$ cat src/rtl/apb_reg_pkg.sv
// Shared constants, register map and handshake state type for the APB register slave.
package apb_reg_pkg;

    localparam int unsigned ADDR_W = 32;
    localparam int unsigned DATA_W = 32;
    localparam int unsigned STRB_W = 4;
    localparam int unsigned OFS_W  = 5;
    localparam int unsigned WCNT_W = 4;
    localparam int unsigned IRQ_W  = 8;

    localparam logic [OFS_W-1:0] CTRL_OFS     = 5'h00;
    localparam logic [OFS_W-1:0] STATUS_OFS   = 5'h04;
    localparam logic [OFS_W-1:0] SCRATCH_OFS  = 5'h08;
    localparam logic [OFS_W-1:0] INT_STAT_OFS = 5'h0C;
    localparam logic [OFS_W-1:0] COUNT_OFS    = 5'h10;

    localparam logic [DATA_W-1:0] CTRL_RST_VAL    = 32'h0000_0000;
    localparam logic [DATA_W-1:0] SCRATCH_RST_VAL = 32'hA5A5_A5A5;
    localparam logic [IRQ_W-1:0]  INT_RST_VAL     = 8'h00;

    localparam int unsigned CTRL_EN_BIT   = 0;
    localparam int unsigned CTRL_CLR_BIT  = 1;
    localparam int unsigned CTRL_MASK_LSB = 8;
    localparam int unsigned CTRL_MASK_MSB = 15;

    typedef enum logic [1:0] {
        IDLE = 2'd0,
        WAIT = 2'd1,
        DONE = 2'd2
    } apb_state_e;

    // Byte-lane merge: lane k of new_v replaces old_v only where strb[k] is set.
    function automatic logic [DATA_W-1:0] merge_lanes(input logic [DATA_W-1:0] old_v,
                                                      input logic [DATA_W-1:0] new_v,
                                                      input logic [STRB_W-1:0] strb);
        logic [DATA_W-1:0] res;
        res = old_v;
        for (int k = 0; k < int'(STRB_W); k++) begin
            if (strb[k]) res[8*k +: 8] = new_v[8*k +: 8];
        end
        return res;
    endfunction

endpackage

$ cat src/rtl/apb_reg_slave_if.sv
// APB4 bus bundle between the requester and the register slave.
interface apb_reg_slave_if;
    import apb_reg_pkg::*;

    logic [ADDR_W-1:0] PADDR;
    logic              PSELx;
    logic              PENABLE;
    logic [STRB_W-1:0] PSTRB;
    logic              PWRITE;
    logic [DATA_W-1:0] PWDATA;
    logic [DATA_W-1:0] PRDATA;
    logic              PREADY;
    logic              PSLVERR;

    modport master (output PADDR, PSELx, PENABLE, PSTRB, PWRITE, PWDATA,
                    input  PRDATA, PREADY, PSLVERR);
    modport slave  (input  PADDR, PSELx, PENABLE, PSTRB, PWRITE, PWDATA,
                    output PRDATA, PREADY, PSLVERR);
endinterface

$ cat src/rtl/apb_slave_fsm.sv
// APB handshake sequencer: wait-state counting, registered PREADY, sample and commit strobes.
module apb_slave_fsm
    import apb_reg_pkg::*;
#(
    parameter int unsigned WAIT_STATES = 1
) (
    input  logic PCLK,
    input  logic PRESETn,
    input  logic psel_i,
    input  logic penable_i,
    output logic pready_o,
    output logic sample_c_o,
    output logic commit_c_o
);

    apb_state_e        state_q, state_d;
    logic [WCNT_W-1:0] wcnt_q, wcnt_d;
    logic              pready_q, pready_d;

    always_ff @(posedge PCLK or negedge PRESETn) begin
        if (!PRESETn) begin
            state_q  <= IDLE;
            wcnt_q   <= '0;
            pready_q <= 1'b0;
        end else begin
            state_q  <= state_d;
            wcnt_q   <= wcnt_d;
            pready_q <= pready_d;
        end
    end

    always_comb begin
        state_d    = state_q;
        wcnt_d     = wcnt_q;
        commit_c_o = 1'b0;
        unique case (state_q)
            IDLE: begin
                if (psel_i && !penable_i) begin
                    if (WAIT_STATES == 0) begin
                        state_d = DONE;
                    end else begin
                        state_d = WAIT;
                        wcnt_d  = WCNT_W'(WAIT_STATES);
                    end
                end
            end
            WAIT: begin
                wcnt_d = wcnt_q - WCNT_W'(1);
                if (!psel_i) begin
                    state_d = IDLE;
                    wcnt_d  = '0;
                end else if (wcnt_q == WCNT_W'(1)) begin
                    state_d = DONE;
                end
            end
            DONE: begin
                // Completion edge; a dropped select or a fresh setup phase cancels the write.
                state_d    = IDLE;
                commit_c_o = psel_i && penable_i;
            end
            default: state_d = IDLE;
        endcase
        sample_c_o = (state_d == DONE);
        pready_d   = (state_d == DONE);
    end

    assign pready_o = pready_q;

endmodule

$ cat src/rtl/apb_reg_slave.sv
// APB4 completer with CTRL/STATUS/SCRATCH/INT_STAT/COUNT bank, lane merging and error decode.
module apb_reg_slave
    import apb_reg_pkg::*;
#(
    parameter int unsigned       WAIT_STATES = 1,
    parameter logic [DATA_W-1:0] CNT_RST     = 32'h0000_0000
) (
    input  logic               PCLK,
    input  logic               PRESETn,
    apb_reg_slave_if.slave     bus,
    input  logic [DATA_W-1:0]  status_i,
    input  logic [IRQ_W-1:0]   irq_set_i,
    output logic [DATA_W-1:0]  ctrl_o,
    output logic               irq_o
);

    logic              pready, sample_c, commit_c;
    logic [OFS_W-1:0]  ofs;
    logic              err_c, wr_c, cnt_clr_c;
    logic [DATA_W-1:0] rdata_c;
    logic [DATA_W-1:0] ctrl_q, ctrl_d, scratch_q, scratch_d, count_q, count_d;
    logic [DATA_W-1:0] prdata_q, prdata_d;
    logic [IRQ_W-1:0]  int_q, int_d;
    logic              pslverr_q, pslverr_d, irq_q, irq_d;
    logic              unused_paddr_hi;

    apb_slave_fsm #(.WAIT_STATES(WAIT_STATES)) u_fsm (
        .PCLK       (PCLK),
        .PRESETn    (PRESETn),
        .psel_i     (bus.PSELx),
        .penable_i  (bus.PENABLE),
        .pready_o   (pready),
        .sample_c_o (sample_c),
        .commit_c_o (commit_c)
    );

    assign ofs             = bus.PADDR[OFS_W-1:0];
    assign unused_paddr_hi = ^bus.PADDR[ADDR_W-1:OFS_W];

    // Decode: out-of-map, misaligned, or write to a read-only register.
    always_comb begin
        err_c = (ofs > COUNT_OFS) || (ofs[1:0] != 2'b00) ||
                (bus.PWRITE && ((ofs == STATUS_OFS) || (ofs == COUNT_OFS)));
        unique case (ofs)
            CTRL_OFS:     rdata_c = ctrl_q;
            STATUS_OFS:   rdata_c = status_i;
            SCRATCH_OFS:  rdata_c = scratch_q;
            INT_STAT_OFS: rdata_c = {(DATA_W-IRQ_W)'(0), int_q};
            COUNT_OFS:    rdata_c = count_q;
            default:      rdata_c = '0;
        endcase
    end

    assign wr_c = commit_c && bus.PWRITE && !err_c;

    always_comb begin
        ctrl_d    = ctrl_q;
        scratch_d = scratch_q;
        int_d     = int_q | irq_set_i;
        cnt_clr_c = 1'b0;
        if (wr_c) begin
            case (ofs)
                CTRL_OFS: begin
                    ctrl_d    = merge_lanes(ctrl_q, bus.PWDATA, bus.PSTRB);
                    cnt_clr_c = bus.PSTRB[0] && bus.PWDATA[CTRL_CLR_BIT];
                end
                SCRATCH_OFS:  scratch_d = merge_lanes(scratch_q, bus.PWDATA, bus.PSTRB);
                // A coincident set pulse outranks the clear.
                INT_STAT_OFS: if (bus.PSTRB[0]) int_d = (int_q & ~bus.PWDATA[IRQ_W-1:0]) | irq_set_i;
                default: ;
            endcase
        end
        ctrl_d[CTRL_CLR_BIT] = 1'b0;
        count_d   = cnt_clr_c ? CNT_RST
                  : (ctrl_q[CTRL_EN_BIT] ? count_q + DATA_W'(1) : count_q);
        irq_d     = |(int_d & ctrl_d[CTRL_MASK_MSB:CTRL_MASK_LSB]);
        prdata_d  = (sample_c && !bus.PWRITE && !err_c) ? rdata_c : '0;
        pslverr_d = sample_c && err_c;
    end

    always_ff @(posedge PCLK or negedge PRESETn) begin
        if (!PRESETn) begin
            ctrl_q    <= CTRL_RST_VAL;
            scratch_q <= SCRATCH_RST_VAL;
            int_q     <= INT_RST_VAL;
            count_q   <= CNT_RST;
            prdata_q  <= '0;
            pslverr_q <= 1'b0;
            irq_q     <= 1'b0;
        end else begin
            ctrl_q    <= ctrl_d;
            scratch_q <= scratch_d;
            int_q     <= int_d;
            count_q   <= count_d;
            prdata_q  <= prdata_d;
            pslverr_q <= pslverr_d;
            irq_q     <= irq_d;
        end
    end

    assign bus.PRDATA  = prdata_q;
    assign bus.PSLVERR = pslverr_q;
    assign bus.PREADY  = pready;
    assign ctrl_o      = ctrl_q;
    assign irq_o       = irq_q;

endmodule
$ cat src/flat_wrapper.sv
// flat-port wrapper written by rule: the top's interface ports become plain ports
module apb_reg_slave_flat import apb_reg_pkg::*;
#(
    parameter int unsigned       WAIT_STATES = 1,
    parameter logic [DATA_W-1:0] CNT_RST     = 32'h0000_0000
)
  (PCLK, PRESETn, status_i, irq_set_i, ctrl_o, irq_o, bus_PADDR, bus_PSELx, bus_PENABLE, bus_PSTRB, bus_PWRITE, bus_PWDATA, bus_PRDATA, bus_PREADY, bus_PSLVERR);
  apb_reg_slave_if bus_i ();
  input  logic PCLK;
  input  logic PRESETn;
  input  logic [DATA_W-1:0] status_i;
  input  logic [IRQ_W-1:0] irq_set_i;
  output logic [DATA_W-1:0] ctrl_o;
  output logic irq_o;
  input wire logic [$bits(bus_i.PADDR)-1:0] bus_PADDR;
  input wire logic [$bits(bus_i.PSELx)-1:0] bus_PSELx;
  input wire logic [$bits(bus_i.PENABLE)-1:0] bus_PENABLE;
  input wire logic [$bits(bus_i.PSTRB)-1:0] bus_PSTRB;
  input wire logic [$bits(bus_i.PWRITE)-1:0] bus_PWRITE;
  input wire logic [$bits(bus_i.PWDATA)-1:0] bus_PWDATA;
  output wire logic [$bits(bus_i.PRDATA)-1:0] bus_PRDATA;
  output wire logic [$bits(bus_i.PREADY)-1:0] bus_PREADY;
  output wire logic [$bits(bus_i.PSLVERR)-1:0] bus_PSLVERR;
  assign bus_i.PADDR = bus_PADDR;
  assign bus_i.PSELx = bus_PSELx;
  assign bus_i.PENABLE = bus_PENABLE;
  assign bus_i.PSTRB = bus_PSTRB;
  assign bus_i.PWRITE = bus_PWRITE;
  assign bus_i.PWDATA = bus_PWDATA;
  assign bus_PRDATA = bus_i.PRDATA;
  assign bus_PREADY = bus_i.PREADY;
  assign bus_PSLVERR = bus_i.PSLVERR;
  apb_reg_slave #(.WAIT_STATES(WAIT_STATES), .CNT_RST(CNT_RST)) u_core (.PCLK(PCLK), .PRESETn(PRESETn), .bus(bus_i), .status_i(status_i), .irq_set_i(irq_set_i), .ctrl_o(ctrl_o), .irq_o(irq_o));
endmodule
$ cat config.mk
export PLATFORM = sky130hd
export DESIGN_NAME = apb_reg_slave_flat
export DESIGN_NICKNAME = d
export VERILOG_FILES = /design/src/rtl/apb_reg_pkg.sv /design/src/rtl/apb_reg_slave_if.sv /design/src/rtl/apb_slave_fsm.sv /design/src/rtl/apb_reg_slave.sv /design/src/flat_wrapper.sv
export SDC_FILE = /design/constraint.sdc
export NUM_CORES = 1
export LEC_CHECK = 0
export ABC_AREA = 0
export CELL_PAD_IN_SITES_DETAIL_PLACEMENT = 0
export CELL_PAD_IN_SITES_GLOBAL_PLACEMENT = 2
export CORE_ASPECT_RATIO = 1.75
export CORE_MARGIN = 2
export CORE_UTILIZATION = 33
export CTS_BUF_LIST = sky130_fd_sc_hd__clkbuf_16
export DETAILED_ROUTE_END_ITERATION = 12
export HOLD_SLACK_MARGIN = 0.05
export PLACE_DENSITY_LB_ADDON = 0.1
export SETUP_SLACK_MARGIN = 0.4
export SLEW_MARGIN = 20
export SYNTH_ARGS = -nofsm -noshare
export SYNTH_HDL_FRONTEND = slang
export SYNTH_SLANG_ARGS = --single-unit
$ cat constraint.sdc
create_clock -name PCLK -period 4.1 [get_ports PCLK]
set_input_delay 0.82 -clock PCLK [delete_from_list [all_inputs] [get_ports PCLK]]
set_output_delay 0.82 -clock PCLK [all_outputs]
set_load 0.03 [all_outputs]
==> impl_metrics.toml, run 1 <==
[global_routing]
gr-total-overflow = 0
grt_pass1_wl_um = 30340
grt_pass1_vias = 5490
grt_max_degree = 100
met2_usage = 0.3492
grtUsageTotal = 0.1852
use_met3 = 0.03719
grt-busiest-layer = "met2"
use_met1 = 0.2063
antenna_found_initial = 0

[timing]
min_period_over_period = 0.7167
slew_headroom = 0.3617
setup_viol = 0
clock_skew_ps = 7.171
hold_viol = 0
rsz0062_at_grt = "false"
max_freq_mhz = 340.3
fin_setup_tns_ps = 0
fin_ws_ps = 1161
tightest_slew_ps = 957.5
maxSlewViolCount = 0
layout_min_cycle_time_ps = 2939

[route]
firstDrtPassIters = 5
vias_per_cell = 5.187
drc = 0
vias = 5021
ant_nets = 0
drt_iter0_drc = 242
routed_wirelength_um = 19030
wl_per_cell_um = 19.66

[synth]
avgSynthCellArea_um2 = 11.70
synth_seq_cells = 144
synthArstFlopShare = 1.000
synth_cells = 559
synthFlopType = "dfrtp_1"
netlist_top_cells_area = "dfrtp_1 (49%), dfstp_2 (6.4%), mux2_1 (5.5%)"
seq_area_frac_synth = 0.5540
synthTopCellsByCount = "dfrtp_1 (128), nor2_1 (47), a21oi_1 (41), nand2_1 (39), mux2_1 (32)"
syn_nets = 675
synth_top_area_cell = "dfrtp_1"
synth_top_area_share = 0.4898
synth.distinct_cells = 47
syn-cell-area_um2 = 6540
synth_edf_count = 0
synth_most_common_cell = "dfrtp_1"
ys_warn_count = 0

[critical_path]
timing.critical_path.from_type = "input pin"
critPathLaunch = "bus_PADDR[1]"
crit_type = "in2reg"
required_ps = 4400
critPathMaxFanout = 12
reg2reg_from = "u_core.count_q[5]"
end_kind = "flop"
cp.arrival_ps = 3240

[job]
drv_cap = 0

[clocking]
cts_tree = "built"
path_clk_slew_ps = 60
root_buffer = "clkbuf_16"
clock_sinks = 144
numCtsBuffers = 17
htreeDepth = 4
cts-resized-gates = 0
clk_latency_ps = 420
clockBufferDepth = 2
postCtsHoldBufs = 0
postCtsSetupRepairBufs = 0

[floorplanning]
start_util = 0.3342
design.die.area_um2 = 21000
die_w_um = 110.4
rows = 68
core_area_um2 = 19570
dieHeight_um = 190.2
io_pins = 180

[status]
status = "finished clean"

[power]
power.density_nw_per_um2 = 418.7
irDropWorstVdd_mv = 0.2046
total_power_mw = 3.755
total_leakage_power_nw = 3.717

[cells_and_area]
drive_gt1_frac = 0.1494
synthToLayoutAreaGrowth_pct = 37.15
fin_nets = 826
antenna_cells = 0
fillers = 1929

[placed_design]
pre_cts_ws_ps = 688.4
place.gp.congestion = 0.7611
post-dp-hpwl_um = 13640
io_buffer_count = 151

[hold_path]
min_path_type = "in2async"
-- through the flow --
stage | cells | area, µm² | util | hold slack, ps
CTS | 968 | 8970 | 0.4584 | 489.2
detailed placement | 936 | 8343 | 0.4263 | 474.8
floorplan | 559 | 6540 | - | 458.1
finish | 968 | 8970 | 0.4584 | 486.6
global placement | 936 | 8343 | 0.4263 | 468.2
global route | 968 | 8970 | 0.4584 | 502.5
-- worst max-delay path, cell delays in order --
cell and delay [ps]:
clkdlybuf4s50_1 480, or3_1 550, nor3_4 500, and3_1 520, mux2_1 360
-- placed cells by master (no fill, tap or decap), types with 17 or more instances in the layout --
master             n
mux2_2            31
nor2_1            45
mux2_1            32
a222oi_1          24
dfrtp_1          128
a21oi_1           41
xnor2_1           23
clkdlybuf4s50_1  150
clkbuf_16         17
nand2_1           39
-- cell type report --
cell class	instances	area [µm²]	area share
Clock buffer	17	425.4	0.04743
Tap cell	245	306.5	0.03417
Inverter	9	33.78	0.003766
Multi-Input combinational cell	371	2734	0.3048
Timing Repair Buffer	167	1645	0.1834
Sequential cell	144	3623	0.4040
Clock inverter	15	201.4	0.02246
-- power breakdown --
group          total [mW]  internal, mW  switching, mW
clock                1.66          1.07          0.599
sequential           1.58          1.49         0.0887
combinational       0.512         0.219          0.292
total                3.76          2.78          0.980
-- metal layers --
layer / vias to the layer above / routed length [µm]
li1: 2336 / -
met1: 2552 / 7346
met2: 114 / 10660
met3: 19 / 675
met4: 0 / 348
met5: - / 0
-- final timing paths --
check | end | slack, ps | cells past startpoint
hold / removal | u_core.bus.PRDATA[26] | 490 | 1
hold reg to reg | u_core.scratch_q[3] | 490 | 1
setup / recovery | u_core.scratch_q[17] | 1160 | 5
max in group asynchronous | u_core.scratch_q[16] | 2770 | 2
setup reg to reg | u_core.count_q[17] | 1800 | 5
min in group PCLK | u_core.scratch_q[3] | 490 | 1
-- cell families after synthesis --
family	synth area share
adder cells (fa/ha/maj)	0.005740
AND/OR/NAND/NOR	0.1425
XOR/XNOR	0.04152
buffers and inverters	0.03004
multiplexers	0.1238
AO/OA/AOI/OAI	0.1018
flip-flops	0.5540
other	0.0005734
-- registers in the layout (all words and copies together), names as in the netlist --
name	flops
u_core.bus.PRDATA	32
u_core.bus.PSLVERR	1
u_core.count_q	32
u_core.ctrl_o	31
u_core.int_q	8
u_core.irq_o	1
u_core.scratch_q	32
u_core.u_fsm.pready_o	1
u_core.u_fsm.state_q	2
u_core.u_fsm.wcnt_q	4
Note: power is estimated with default switching activity, not from simulation.
==> inputs of run 2 (changes only) <==
--- a/config.mk
+++ b/config.mk
@@ -10,7 +10,7 @@
 export CELL_PAD_IN_SITES_GLOBAL_PLACEMENT = 2
 export CORE_ASPECT_RATIO = 1.75
 export CORE_MARGIN = 2
-export CORE_UTILIZATION = 33
+export CORE_UTILIZATION = 31
 export CTS_BUF_LIST = sky130_fd_sc_hd__clkbuf_16
 export DETAILED_ROUTE_END_ITERATION = 12
 export HOLD_SLACK_MARGIN = 0.05
==> constraint.sdc (replaced) <==
create_clock -name PCLK -period 3.03 [get_ports PCLK]
set_input_delay 0.606 -clock PCLK [delete_from_list [all_inputs] [get_ports PCLK]]
set_output_delay 0.606 -clock PCLK [all_outputs]
set_load 0.03 [all_outputs]
==> impl_metrics.toml, run 2 (synthesized netlist as in run 1, its figures left out) <==
[route]
m1WireLength_um = 7918
routed_wirelength_um = 20060
routed.top_layer = "met4"
drc = 0
wl_per_cell_um = 20.34
route.met2.wl_um = 10990
vias_per_cell = 5.144
dr_wl_met3_um = 705
vias = 5072
drt_iter0_drc = 378
firstDrtPassIters = 9
ant_nets = 0

[clocking]
postCtsSetupRepairBufs = 0
cts_tree = "built"
clockBufferDepth = 2
path_clk_slew_ps = 60
clk_latency_ps = 420
htreeDepth = 4
clock_sinks = 144
numCtsBuffers = 17
root_buffer = "clkbuf_16"

[critical_path]
critPathMaxFanout = 8
crit_type = "in2reg"
slowest_delay_ps = 530
reg2reg_to = "u_core.irq_o"
cp.arrival_ps = 2830
reg2reg_depth = 6
r2r_setup_slack_ps = 770
critPathLaunch = "bus_PSTRB[1]"
end_kind = "flop"
reg2reg_from = "u_core.u_fsm.state_q[1]"
worst_path_max_delay_cell = "clkdlybuf4s50_1"
required_ps = 3310
crit_path_cell_trace = "clkdlybuf4s50_1 -> or3b_2 -> nor4_4 -> buf_12 -> mux2_2 -> a22oi_1 -> nand4_1"
timing.critical_path.from_type = "input pin"

[global_routing]
grt_pass1_vias = 5661
grt_max_degree = 65
antenna_found_initial = 2
gr-total-overflow = 0
grtUsageTotal = 0.1876
grt_pass1_wl_um = 31980

[hold_path]
min_path_type = "in2async"

[timing]
setup_viol = 0
rsz0062_at_grt = "false"
layout_min_cycle_time_ps = 2547
clock_skew_ps = 14.05
maxSlewViolCount = 0
tightest_slew_ps = 660.6
slew_headroom = 0.5596
fin_setup_tns_ps = 0
hold_viol = 0
min_period_over_period = 0.8407
max_freq_mhz = 392.6

[power]
total_power_mw = 5.016
total_leakage_power_nw = 3.748
power.density_nw_per_um2 = 553.6
irDropWorstVdd_mv = 0.3000

[placed_design]
place.gp.congestion = 0.7958
post-dp-hpwl_um = 14410
placed_cell_area_um2 = 8457
io_buffer_count = 151

[cells_and_area]
multi_input_area_um2 = 2736
fillers = 2045
drive_gt1_frac = 0.1639
layout_common_cells = "clkdlybuf4s50_1 (150), dfrtp_1 (128), nor2_1 (45), a21oi_1 (41), nand2_1 (39)"
fin_nets = 835
layout_commonest_cell = "clkdlybuf4s50_1"
seqCellArea_um2 = 3623
final_util = 0.4346
fin_area_um2 = 9060
synthToLayoutAreaGrowth_pct = 38.53

[job]
drv_cap = 0

[status]
status = "finished clean"

[floorplanning]
rows = 70
start_util = 0.3137
design.die.area_um2 = 22320
core_area_um2 = 20850
dieHeight_um = 196.1
die_w_um = 113.8
io_pins = 180
## run 2: changes by cell type in the layout (fill, tap and decap cells not counted), sizes merged
| cell | change |
|---|---|
| buf | +9 |
| inv | +3 |
| clkinv | -2 |
| clkinvlp | +1 |
| bufinv | -2 |
| diode | +2 |
## run 2: final cells by class
cell class,instances,share of cell area
sequential,144,0.3999
multi-input combinational,371,0.3020
timing repair buffer,176,0.1932
clock buffer,17,0.04695
tap,252,0.03480
clock inverter,15,0.01878
inverter,9,0.003729
antenna,2,0.0005524
## run 2: per-layer routing
metal,GRT usage,vias up
li1,-,2356
met1,0.2173,2544
met2,0.3415,144
met3,0.02780,28
met4,0.07724,0
met5,0,-
## run 2: stage by stage
step	hold slack (ps)	setup WS, ps	std cells
2_1_floorplan	310.4	698.1	559
3_3_place_gp	468.0	76.21	952
3_5_place_dp	474.8	22.43	952
4_1_cts	207.2	461.1	984
5_1_grt	210.8	452.0	986
6_report	158.5	482.6	986
## run 2: worst max-delay path, delay by kind of cell
| kind | cells | cell delay (ps) |
|---|---|---|
| simple gates | 3 | 840 |
| buf+inv | 2 | 710 |
| mux | 1 | 350 |
| compound gates | 1 | 320 |
## run 2: worst max-delay path by stage
stage,to,slack [ps],depth (start not counted)
detailed placement,u_core.irq_o,20,7
CTS,u_core.irq_o,460,7
finish,u_core.irq_o,480,7
floorplan,u_core.irq_o,700,6
global route,u_core.irq_o,450,7
global placement,u_core.scratch_q[17],80,6
## run 2: repair_timing
action                     CTS  global route
setup endpoints to repair    0             4
resized for setup            0             2
hold buffers                 0             0
## run 2: where the power goes
group          internal [mW]  switching [mW]
clock                   1.29           0.858
sequential              2.02           0.124
combinational          0.314           0.412
total                   3.62            1.39
